==> src/rtl/pipe_trace_pkg.sv <==
// Shared definitions for the pipeline trace monitor: FSM encoding and entry field widths.
package pipe_trace_pkg;

  localparam int XLEN_DEF = 32;  // default PC / data width
  localparam int RD_W     = 5;   // destination register index width

  typedef enum logic [1:0] {
    ST_IDLE    = 2'd0,
    ST_ARMED   = 2'd1,
    ST_CAPTURE = 2'd2,
    ST_DONE    = 2'd3
  } trace_state_e;

  // A writeback is worth tracing only if it really updates an architectural register.
  function automatic logic is_qual(input logic v, input logic we, input logic [RD_W-1:0] rd);
    return v & we & (rd != '0);
  endfunction

endpackage

==> src/rtl/pipe_trace_fifo.sv <==
// Trace storage: circular buffer with first-word-fall-through head and optional overwrite-oldest.
module pipe_trace_fifo
  import pipe_trace_pkg::*;
#(
  parameter int XLEN  = XLEN_DEF,
  parameter int DEPTH = 8
) (
  input  logic                     clk,
  input  logic                     srst_i,   // synchronous clear (reset or soft clear)
  input  logic                     wrap_i,   // overwrite oldest when full
  input  logic                     push_i,
  input  logic                     pop_i,
  input  logic [XLEN-1:0]          pc_i,
  input  logic [RD_W-1:0]          rd_i,
  input  logic [XLEN-1:0]          data_i,
  output logic [XLEN-1:0]          pc_o,
  output logic [RD_W-1:0]          rd_o,
  output logic [XLEN-1:0]          data_o,
  output logic [$clog2(DEPTH):0]   count_o,
  output logic                     empty_o,
  output logic                     full_o,
  output logic                     ovf_o,
  output logic                     drop_o    // push refused: full, no pop, no wrap
);

  localparam int PW = $clog2(DEPTH);
  localparam int CW = PW + 1;

  logic [XLEN-1:0] pc_mem   [DEPTH];
  logic [RD_W-1:0] rd_mem   [DEPTH];
  logic [XLEN-1:0] data_mem [DEPTH];

  logic [PW-1:0] wr_q, wr_d, rd_q, rd_d;
  logic [CW-1:0] cnt_q, cnt_d;
  logic          ovf_q, ovf_d;
  logic          do_pop, room, wr_en, evict;

  assign empty_o = (cnt_q == '0);
  assign full_o  = (cnt_q == CW'(DEPTH));
  assign do_pop  = pop_i & ~empty_o;
  // A pop in the same cycle frees a slot, so a full buffer can still accept without evicting.
  assign room    = ~full_o | do_pop;
  assign wr_en   = push_i & (room | wrap_i);
  assign evict   = push_i & ~room & wrap_i;
  assign drop_o  = push_i & ~room & ~wrap_i;

  // Next-state for pointers, occupancy and the sticky overwrite flag.
  always_comb begin
    wr_d  = wr_q + PW'(wr_en);
    rd_d  = rd_q + PW'(do_pop | evict);
    ovf_d = ovf_q | evict;
    cnt_d = cnt_q;
    if (wr_en && !do_pop && !evict) cnt_d = cnt_q + 1'b1;
    else if (do_pop && !wr_en)      cnt_d = cnt_q - 1'b1;
  end

  // Control state register; storage itself is never reset.
  always_ff @(posedge clk) begin
    if (srst_i) begin
      wr_q  <= '0;
      rd_q  <= '0;
      cnt_q <= '0;
      ovf_q <= 1'b0;
    end else begin
      wr_q  <= wr_d;
      rd_q  <= rd_d;
      cnt_q <= cnt_d;
      ovf_q <= ovf_d;
    end
  end

  // Entry write port.
  always_ff @(posedge clk) begin
    if (wr_en && !srst_i) begin
      pc_mem[wr_q]   <= pc_i;
      rd_mem[wr_q]   <= rd_i;
      data_mem[wr_q] <= data_i;
    end
  end

  assign pc_o    = pc_mem[rd_q];
  assign rd_o    = rd_mem[rd_q];
  assign data_o  = data_mem[rd_q];
  assign count_o = cnt_q;
  assign ovf_o   = ovf_q;

endmodule

==> src/rtl/pipe_trace_monitor.sv <==
// Retirement trace monitor: optional PC trigger, capture FSM, trace FIFO and perf counters.
module pipe_trace_monitor
  import pipe_trace_pkg::*;
#(
  parameter int XLEN  = XLEN_DEF,
  parameter int DEPTH = 8,
  parameter int CNT_W = 32
) (
  input  logic                   clk,
  input  logic                   rst_n,
  input  logic                   arm,
  input  logic                   stop,
  input  logic                   clear,
  input  logic                   trig_en,
  input  logic [XLEN-1:0]        trig_pc,
  input  logic                   wrap_mode,
  input  logic                   wb_valid,
  input  logic                   wb_reg_write,
  input  logic [RD_W-1:0]        wb_rd,
  input  logic [XLEN-1:0]        wb_data,
  input  logic [XLEN-1:0]        wb_pc,
  input  logic                   stall,
  output logic                   rd_valid,
  input  logic                   rd_ready,
  output logic [XLEN-1:0]        rd_pc,
  output logic [RD_W-1:0]        rd_rd,
  output logic [XLEN-1:0]        rd_data,
  output logic [$clog2(DEPTH):0] count,
  output logic                   overflow,
  output logic [1:0]             state,
  output logic [CNT_W-1:0]       cycle_cnt,
  output logic [CNT_W-1:0]       retire_cnt,
  output logic [CNT_W-1:0]       stall_cnt
);

  trace_state_e     state_q, state_d;
  logic             wrap_q, wrap_d;
  logic             soft_rst, wb_qual, trig_hit, cap_push;
  logic             fifo_empty, fifo_full, fifo_drop;
  logic [CNT_W-1:0] cyc_q, ret_q, stl_q;

  assign soft_rst = ~rst_n | clear;
  assign wb_qual  = is_qual(wb_valid, wb_reg_write, wb_rd);
  assign trig_hit = wb_valid & (wb_pc == trig_pc);

  // Push whenever capturing; the trigger writeback is captured too. Stop wins over both.
  always_comb begin
    cap_push = 1'b0;
    if (!stop) begin
      if (state_q == ST_CAPTURE)                cap_push = wb_qual;
      else if (state_q == ST_ARMED && trig_hit) cap_push = wb_qual;
    end
  end

  // Capture FSM next-state; wrap mode is latched on arm.
  always_comb begin
    state_d = state_q;
    wrap_d  = wrap_q;
    case (state_q)
      ST_IDLE, ST_DONE: begin
        if (arm) begin
          wrap_d  = wrap_mode;
          state_d = trig_en ? ST_ARMED : ST_CAPTURE;
        end
      end
      ST_ARMED: begin
        if (stop)          state_d = ST_DONE;
        else if (trig_hit) state_d = ST_CAPTURE;
      end
      ST_CAPTURE: begin
        if (stop || fifo_drop) state_d = ST_DONE;
      end
      default: state_d = ST_IDLE;
    endcase
  end

  // FSM and wrap-mode registers.
  always_ff @(posedge clk) begin
    if (soft_rst) begin
      state_q <= ST_IDLE;
      wrap_q  <= 1'b0;
    end else begin
      state_q <= state_d;
      wrap_q  <= wrap_d;
    end
  end

  // Saturating performance counters.
  always_ff @(posedge clk) begin
    if (soft_rst) begin
      cyc_q <= '0;
      ret_q <= '0;
      stl_q <= '0;
    end else begin
      if (state_q != ST_IDLE && cyc_q != '1) cyc_q <= cyc_q + 1'b1;
      if (state_q == ST_CAPTURE && wb_valid && ret_q != '1) ret_q <= ret_q + 1'b1;
      if (state_q == ST_CAPTURE && stall && stl_q != '1) stl_q <= stl_q + 1'b1;
    end
  end

  pipe_trace_fifo #(.XLEN(XLEN), .DEPTH(DEPTH)) u_fifo (
    .clk     (clk),
    .srst_i  (soft_rst),
    .wrap_i  (wrap_q),
    .push_i  (cap_push),
    .pop_i   (rd_ready),
    .pc_i    (wb_pc),
    .rd_i    (wb_rd),
    .data_i  (wb_data),
    .pc_o    (rd_pc),
    .rd_o    (rd_rd),
    .data_o  (rd_data),
    .count_o (count),
    .empty_o (fifo_empty),
    .full_o  (fifo_full),
    .ovf_o   (overflow),
    .drop_o  (fifo_drop)
  );

  assign rd_valid   = ~fifo_empty;
  assign state      = state_q;
  assign cycle_cnt  = cyc_q;
  assign retire_cnt = ret_q;
  assign stall_cnt  = stl_q;

endmodule

==> config.mk <==
export PLATFORM = sky130hd
export DESIGN_NAME = pipe_trace_monitor
export DESIGN_NICKNAME = d
export VERILOG_FILES = /design/src/rtl/pipe_trace_pkg.sv /design/src/rtl/pipe_trace_fifo.sv /design/src/rtl/pipe_trace_monitor.sv
export SDC_FILE = /design/constraint.sdc
export NUM_CORES = 1
export LEC_CHECK = 0
export BUFFER_PORTS_ARGS = -buffer_cell sky130_fd_sc_hd__buf_4
export CORE_MARGIN = 2
export CORE_UTILIZATION = 40
export DETAILED_ROUTE_END_ITERATION = 16
export MAX_ROUTING_LAYER = met4
export RECOVER_POWER = 25
export SETUP_SLACK_MARGIN = 0.02
export SYNTH_ARGS = -nofsm -noshare
export SYNTH_HDL_FRONTEND = slang
export SYNTH_SLANG_ARGS = --single-unit
==> constraint.sdc <==
create_clock -name clk -period 26.7 [get_ports clk]
set_input_delay 5.34 -clock clk [delete_from_list [all_inputs] [get_ports clk]]
set_output_delay 5.34 -clock clk [all_outputs]
set_load 0.01 [all_outputs]
== Word-level counts from Yosys, hierarchy flattened ==
Memory sizes are Yosys's and may differ from the RTL's. A register that Yosys moved wholly into a read port is not among the register bits.
Index checks and enable logic that the tools add are counted.
W data, S select, Z words.

* Bits in registers: 110
* RAM bits: 552
* Input bits: 112
* Word-level logic and storage cells: 87
* Memories: 3

* $add $sub $neg: 7
* Equal/unequal tests: 11
* Muxes and demuxes: 16
* Bitwise gates (word level): 18
* Reduce and logical (&&, ||, !) cells: 23

{| class="wikitable"
|+ Memories
! memory !! depth !! width !! read ports !! clocked after Yosys merged registers in !! write ports !! line !! source
|-
| u_fifo.data_mem || 8 || 32 || 1 || 1 || 1 || pipe_trace_fifo.sv:31 || <nowiki>logic [XLEN-1:0] data_mem [DEPTH];</nowiki>
|-
| u_fifo.pc_mem || 8 || 32 || 1 || 1 || 1 || pipe_trace_fifo.sv:29 || <nowiki>logic [XLEN-1:0] pc_mem [DEPTH];</nowiki>
|-
| u_fifo.rd_mem || 8 || 5 || 1 || 1 || 1 || pipe_trace_fifo.sv:30 || <nowiki>logic [RD_W-1:0] rd_mem [DEPTH];</nowiki>
|}

{| class="wikitable"
|+ Operators with widths
! kind !! count
|-
| $add A32 B1 Y32 const B || 3
|-
| $ne A32 B32 Y1 const B || 3
|-
| $eq A32 B32 Y1 || 1
|-
| $logic_and A1 B1 Y1 || 10
|-
| $mux W2 || 5
|-
| $mux W3 || 3
|-
| $and A1 B1 Y1 || 8
|-
| $mux W4 || 2
|-
| $pmux W2 S3 || 1
|-
| $mux W1 || 5
|-
| $not A1 Y1 || 5
|-
| $or A1 B1 Y1 || 5
|-
| $reduce_bool A5 Y1 || 1
|-
| $add A4 B1 Y4 const B || 1
|-
| $eq A2 B2 Y1 const B || 2
|-
| $eq A4 B4 Y1 const B || 1
|-
| $logic_not A1 Y1 || 4
|-
| $logic_not A4 Y1 || 1
|-
| $reduce_bool A2 Y1 || 2
|-
| $sub A4 B1 Y4 const B || 1
|-
| $add A3 B1 Y3 || 1
|-
| $add A3 B3 Y3 || 1
|-
| $ne A3 B3 Y1 const B || 1
|-
| $reduce_and A3 Y1 || 1
|-
| 7 further kinds || 7
|}

== Depth between registers and ports, before layout ==
* Depth in word-level cells: 11
* Gate-level depth with buffers: 11
* Mapped depth without buffers: 11

== Hierarchy ==
From an unflattened synthesis, not the netlist that was laid out.

* Cells, all modules: 1530
* Area total of the unflattened synthesis: 26895.8 sq um

{| class="wikitable"
|+ Modules (own cells, without submodules)
! module !! instances !! cells each !! area an instance (sq um) !! sequential area each (sq um)
|-
| pipe_trace_fifo || 1 || 895 || 21528.1 || 16796.1
|-
| pipe_trace_monitor || 1 || 635 || 5367.6 || 1981.9
|}

== Worst setup path after synthesis ==
No wires, ideal clock.

* Kind: input to register
* Start: input trig_pc[24]
* End: memory u_fifo.data_mem[0][0] in the netlist's numbering, enable pin
* Library setup time: 690 ps
* Arrival time: 13722 ps
* Slack: 12288 ps
* Stages on the path: 7
* Cells stage by stage: xor2_1 > nor4_2 > nand4_1 > o41a_1 > nand2b_1 > buf_4 > nor4b_1

* Cells in the longest elaborated chain, start to end: 10

{| class="wikitable"
|+ RTL lines
! what !! line !! source
|-
| start, declared || pipe_trace_monitor.sv:15 || <nowiki>input logic [XLEN-1:0] trig_pc,</nowiki>
|-
| $eq A32 B32 Y1 || pipe_trace_monitor.sv:44 || <nowiki>assign trig_hit = wb_valid & (wb_pc == trig_pc);</nowiki>
|-
| $and A1 B1 Y1 || pipe_trace_monitor.sv:44 ||
|-
| $logic_and A1 B1 Y1 || pipe_trace_monitor.sv:51 || <nowiki>else if (state_q == ST_ARMED && trig_hit) cap_push = wb_qual;</nowiki>
|-
| $mux W1 || pipe_trace_monitor.sv:51 ||
|-
| $mux W1 || pipe_trace_monitor.sv:50 || <nowiki>if (state_q == ST_CAPTURE) cap_push = wb_qual;</nowiki>
|-
| $mux W1 || pipe_trace_monitor.sv:49 || <nowiki>if (!stop) begin</nowiki>
|-
| $and A1 B1 Y1 || pipe_trace_fifo.sv:43 || <nowiki>assign wr_en = push_i & (room | wrap_i);</nowiki>
|-
| $logic_and A1 B1 Y1 || pipe_trace_fifo.sv:74 || <nowiki>if (wr_en && !srst_i) begin</nowiki>
|-
| $mux W1 || pipe_trace_fifo.sv:74 ||
|-
| $mux W1 (implied by the code) || pipe_trace_fifo.sv:77 || <nowiki>data_mem[wr_q] <= data_i;</nowiki>
|-
| end, declared || pipe_trace_fifo.sv:31 ||
|}

Every way passes these cells.

==> results.toml <==
[status]
status = "complete, no violations"

[detailed_routing]
dr.pass1.iters = 5
drtIter0Drc = 886
drc = 0
vias = 14000
routed_via_density = 5.22
wl_per_cell_um = 22.9
ant_nets = 0
wl_um = 61600

[critical_path]
cp_data_required_time_ns = 21.36
start_kind = "register"
endpoint_kind = "primary output"
path_class = "register to primary output"
cp_max_fo = 44
critPathArrivalTime_ns = 4.74

[synth]
synth_ff_type = "edfxtp_1"
synthTopCellsByCount = "552 x edfxtp_1, 138 x mux4_2, 115 x nor2_1"
syn_nets = 1585
synth_edf_count = 552
ys_async_sr_fraction_pct = 0
synthCells = 1460
avgSynthCellArea_um2 = 18.0
ys_top_cells_by_area = "edfxtp_1 63%, mux4_2 12%, dfxtp_1 8.4%, xor2_1 3.2%, mux2_2 3.0%"
seq_area_frac_synth_pct = 71.5
yosysWarnings = 0
ys_types = 56
synth-seq-cells = 662
synth_area_um2 = 26300
synth_top_cell_by_area = "edfxtp_1"
synth_most_common_cell = "edfxtp_1"
synth_top_area_share_pct = 63.1

[clock_network]
cts.htree.levels = 3
tritoncts = "built"
postCtsResizedCells = 0
clk_latency_ns = 0.59
clk_pin_slew_ns = 0.06
root_buffer = "clkbuf_16"
cts.sinks = 662
post_cts_buffers = 0
cts_buffer_depth = 3
ctsHoldBuffers = 0
numCtsBuffers = 71

[placement]
placedInstanceArea_um2 = 29500
io_buffers = 284
gp_congestion = 0.790
dp_hpwl_um = 37700

[grt]
grt_max_degree = 69
grt_pass1_vias = 14600
gr-total-overflow = 0
grtUsageTotal_pct = 18.9
use_met1_pct = 24.8
top_usage_layer = "met2"
grt_util_met3_pct = 4.12
grt_use_met2_pct = 30.0
antenna_found_initial = 2
grt_pass1_wl_um = 92200

[floorplan]
ioPinCount = 285
initial_core_util_pct = 40.6
rows = 93
core_region_area_um2 = 64700
die_h_um = 260
die_w_um = 260
die_area_um2 = 67700

[hold_path]
hold_path.class = "register to register"

[sta]
finalMaxSlewViolations = 0
worst_slew_pin_slew_ns = 1.06
period_share_pct = 37.7
min_period_ns = 10.08
finalSetupViolCount = 0
fmax_ghz = 0.0992
maxSlewHeadroom_pct = 29.0
worst_clock_skew_ns = 0.0153
rsz0062_at_grt = "false"
hold_violations = 0
setup_tns_ns = 0

[layout]
multiInputGateArea_um2 = 7230
nets = 1906
syn_to_final_growth_pct = 20.1
final-seq-area_um2 = 18800
fill_cells = 5545
drive_above_1_share_pct = 31.9
finalInstanceArea_um2 = 31500

[pwr]
power.internal_mw = 1.69
pwr-share-clk_pct = 44.7
combPwrFrac_pct = 2.2
cellLeakagePower_nw = 10.3
ir_drop_mv = 0.0358
switchingPower_uw = 417
seqPwrFrac_pct = 53.1
sw_frac_of_total_pct = 19.8
power.density_nw_per_um2 = 66.8

[job]
cap_violations = 0
## cells by family (layout without fill, tap and decap cells)
| logic type | after synthesis | in the layout | synth area share, % |
|---|---|---|---|
| AOI/OAI and AO/OA | 35 | 35 | 1.03 |
| other | 0 | 4 | 0 |
| adders and majority gates | 13 | 13 | 0.648 |
| buffers and inverters | 79 | 452 | 1.16 |
| and+or+nand+nor | 335 | 335 | 6.52 |
| DFF | 662 | 662 | 71.5 |
| muxes | 214 | 214 | 15.1 |
| xor gates and xnor gates | 122 | 122 | 4.07 |
## per-layer routing
metal	routed length [um]	vias up
met5	0	-
met4	1010	0
met3	3650	66
met2	30500	354
met1	26500	7253
li1	-	6367
## critical path, stage by stage (launching register included)
cell and delay (ns):
dfxtp_4 0.64, buf_4 0.68, buf_4 0.77, buf_4 0.82, mux4_2 0.60, mux2_2 0.34
buf_4 0.16
## sequential cells by signal (all words and copies together) (netlist names)
register	flops
cycle_cnt	32
retire_cnt	32
stall_cnt	32
state	2
u_fifo.count_o	4
u_fifo.data_mem	256
u_fifo.ovf_o	1
u_fifo.pc_mem	256
u_fifo.rd_mem	40
u_fifo.rd_q	3
u_fifo.wr_q	3
wrap_q	1
## power by group through the flow
stage / logic (mW) / clock network [mW] / registers [mW]
after detailed placement: 0.0516 / 0 / 1.14
after global routing: 0.0514 / 1.01 / 1.12
after global placement: 0.0503 / 0 / 1.14
after floorplan: 0.0153 / 0 / 1.14
after CTS: 0.0517 / 0.968 / 1.12
final: 0.0468 / 0.942 / 1.12
## worst paths after layout
path | startpoint | end | slack, ns | depth (start not counted)
setup / recovery | u_fifo.rd_q[0] | rd_pc[0] | 16.62 | 6
hold / removal | u_fifo.ovf_o | u_fifo.ovf_o | 0.50 | 2
setup reg to reg | state[0] | u_fifo.pc_mem[1][28] | 23.38 | 7
hold reg to reg | u_fifo.ovf_o | u_fifo.ovf_o | 0.50 | 2
## placed cells by master, fill, tap and decap left out, drive strengths merged, types with 21 or more instances in the layout
| cell type | n |
|---|---|
| buf | 259 |
| clkbuf | 144 |
| clkinv | 21 |
| dfxtp | 110 |
| edfxtp | 552 |
| inv | 22 |
| mux2 | 69 |
| mux4 | 138 |
| nand2 | 50 |
| nand3 | 36 |
| nand4 | 36 |
| nor2 | 115 |
| xnor2 | 25 |
| xor2 | 97 |
## stage by stage
step | setup WS [ns] | total power, mW | cells | utilization [%] | hold WS, ns
final | 16.62 | 2.11 | 2692 | 48.7 | 0.496
after global routing | 16.15 | 2.18 | 2690 | 48.7 | 0.551
after CTS | 16.39 | 2.14 | 2688 | 49.0 | 0.498
after detailed placement | 17.04 | 1.19 | 2563 | 45.6 | 0.481
after global placement | 17.08 | 1.19 | 2563 | 45.6 | 0.463
after floorplan | 12.29 | 1.16 | 1460 | - | 0.505
## area by class of cell
| class | count | area share, % |
|---|---|---|
| flip-flops and latches | 662 | 59.6 |
| multi-input cells | 719 | 22.9 |
| repair buffers | 307 | 6.74 |
| clock buffers | 96 | 6.24 |
| well taps | 855 | 3.39 |
| clock inverters | 29 | 0.818 |
| inverters | 20 | 0.238 |
| diodes | 4 | 0.0317 |
Power figures use the tool's default switching activity.
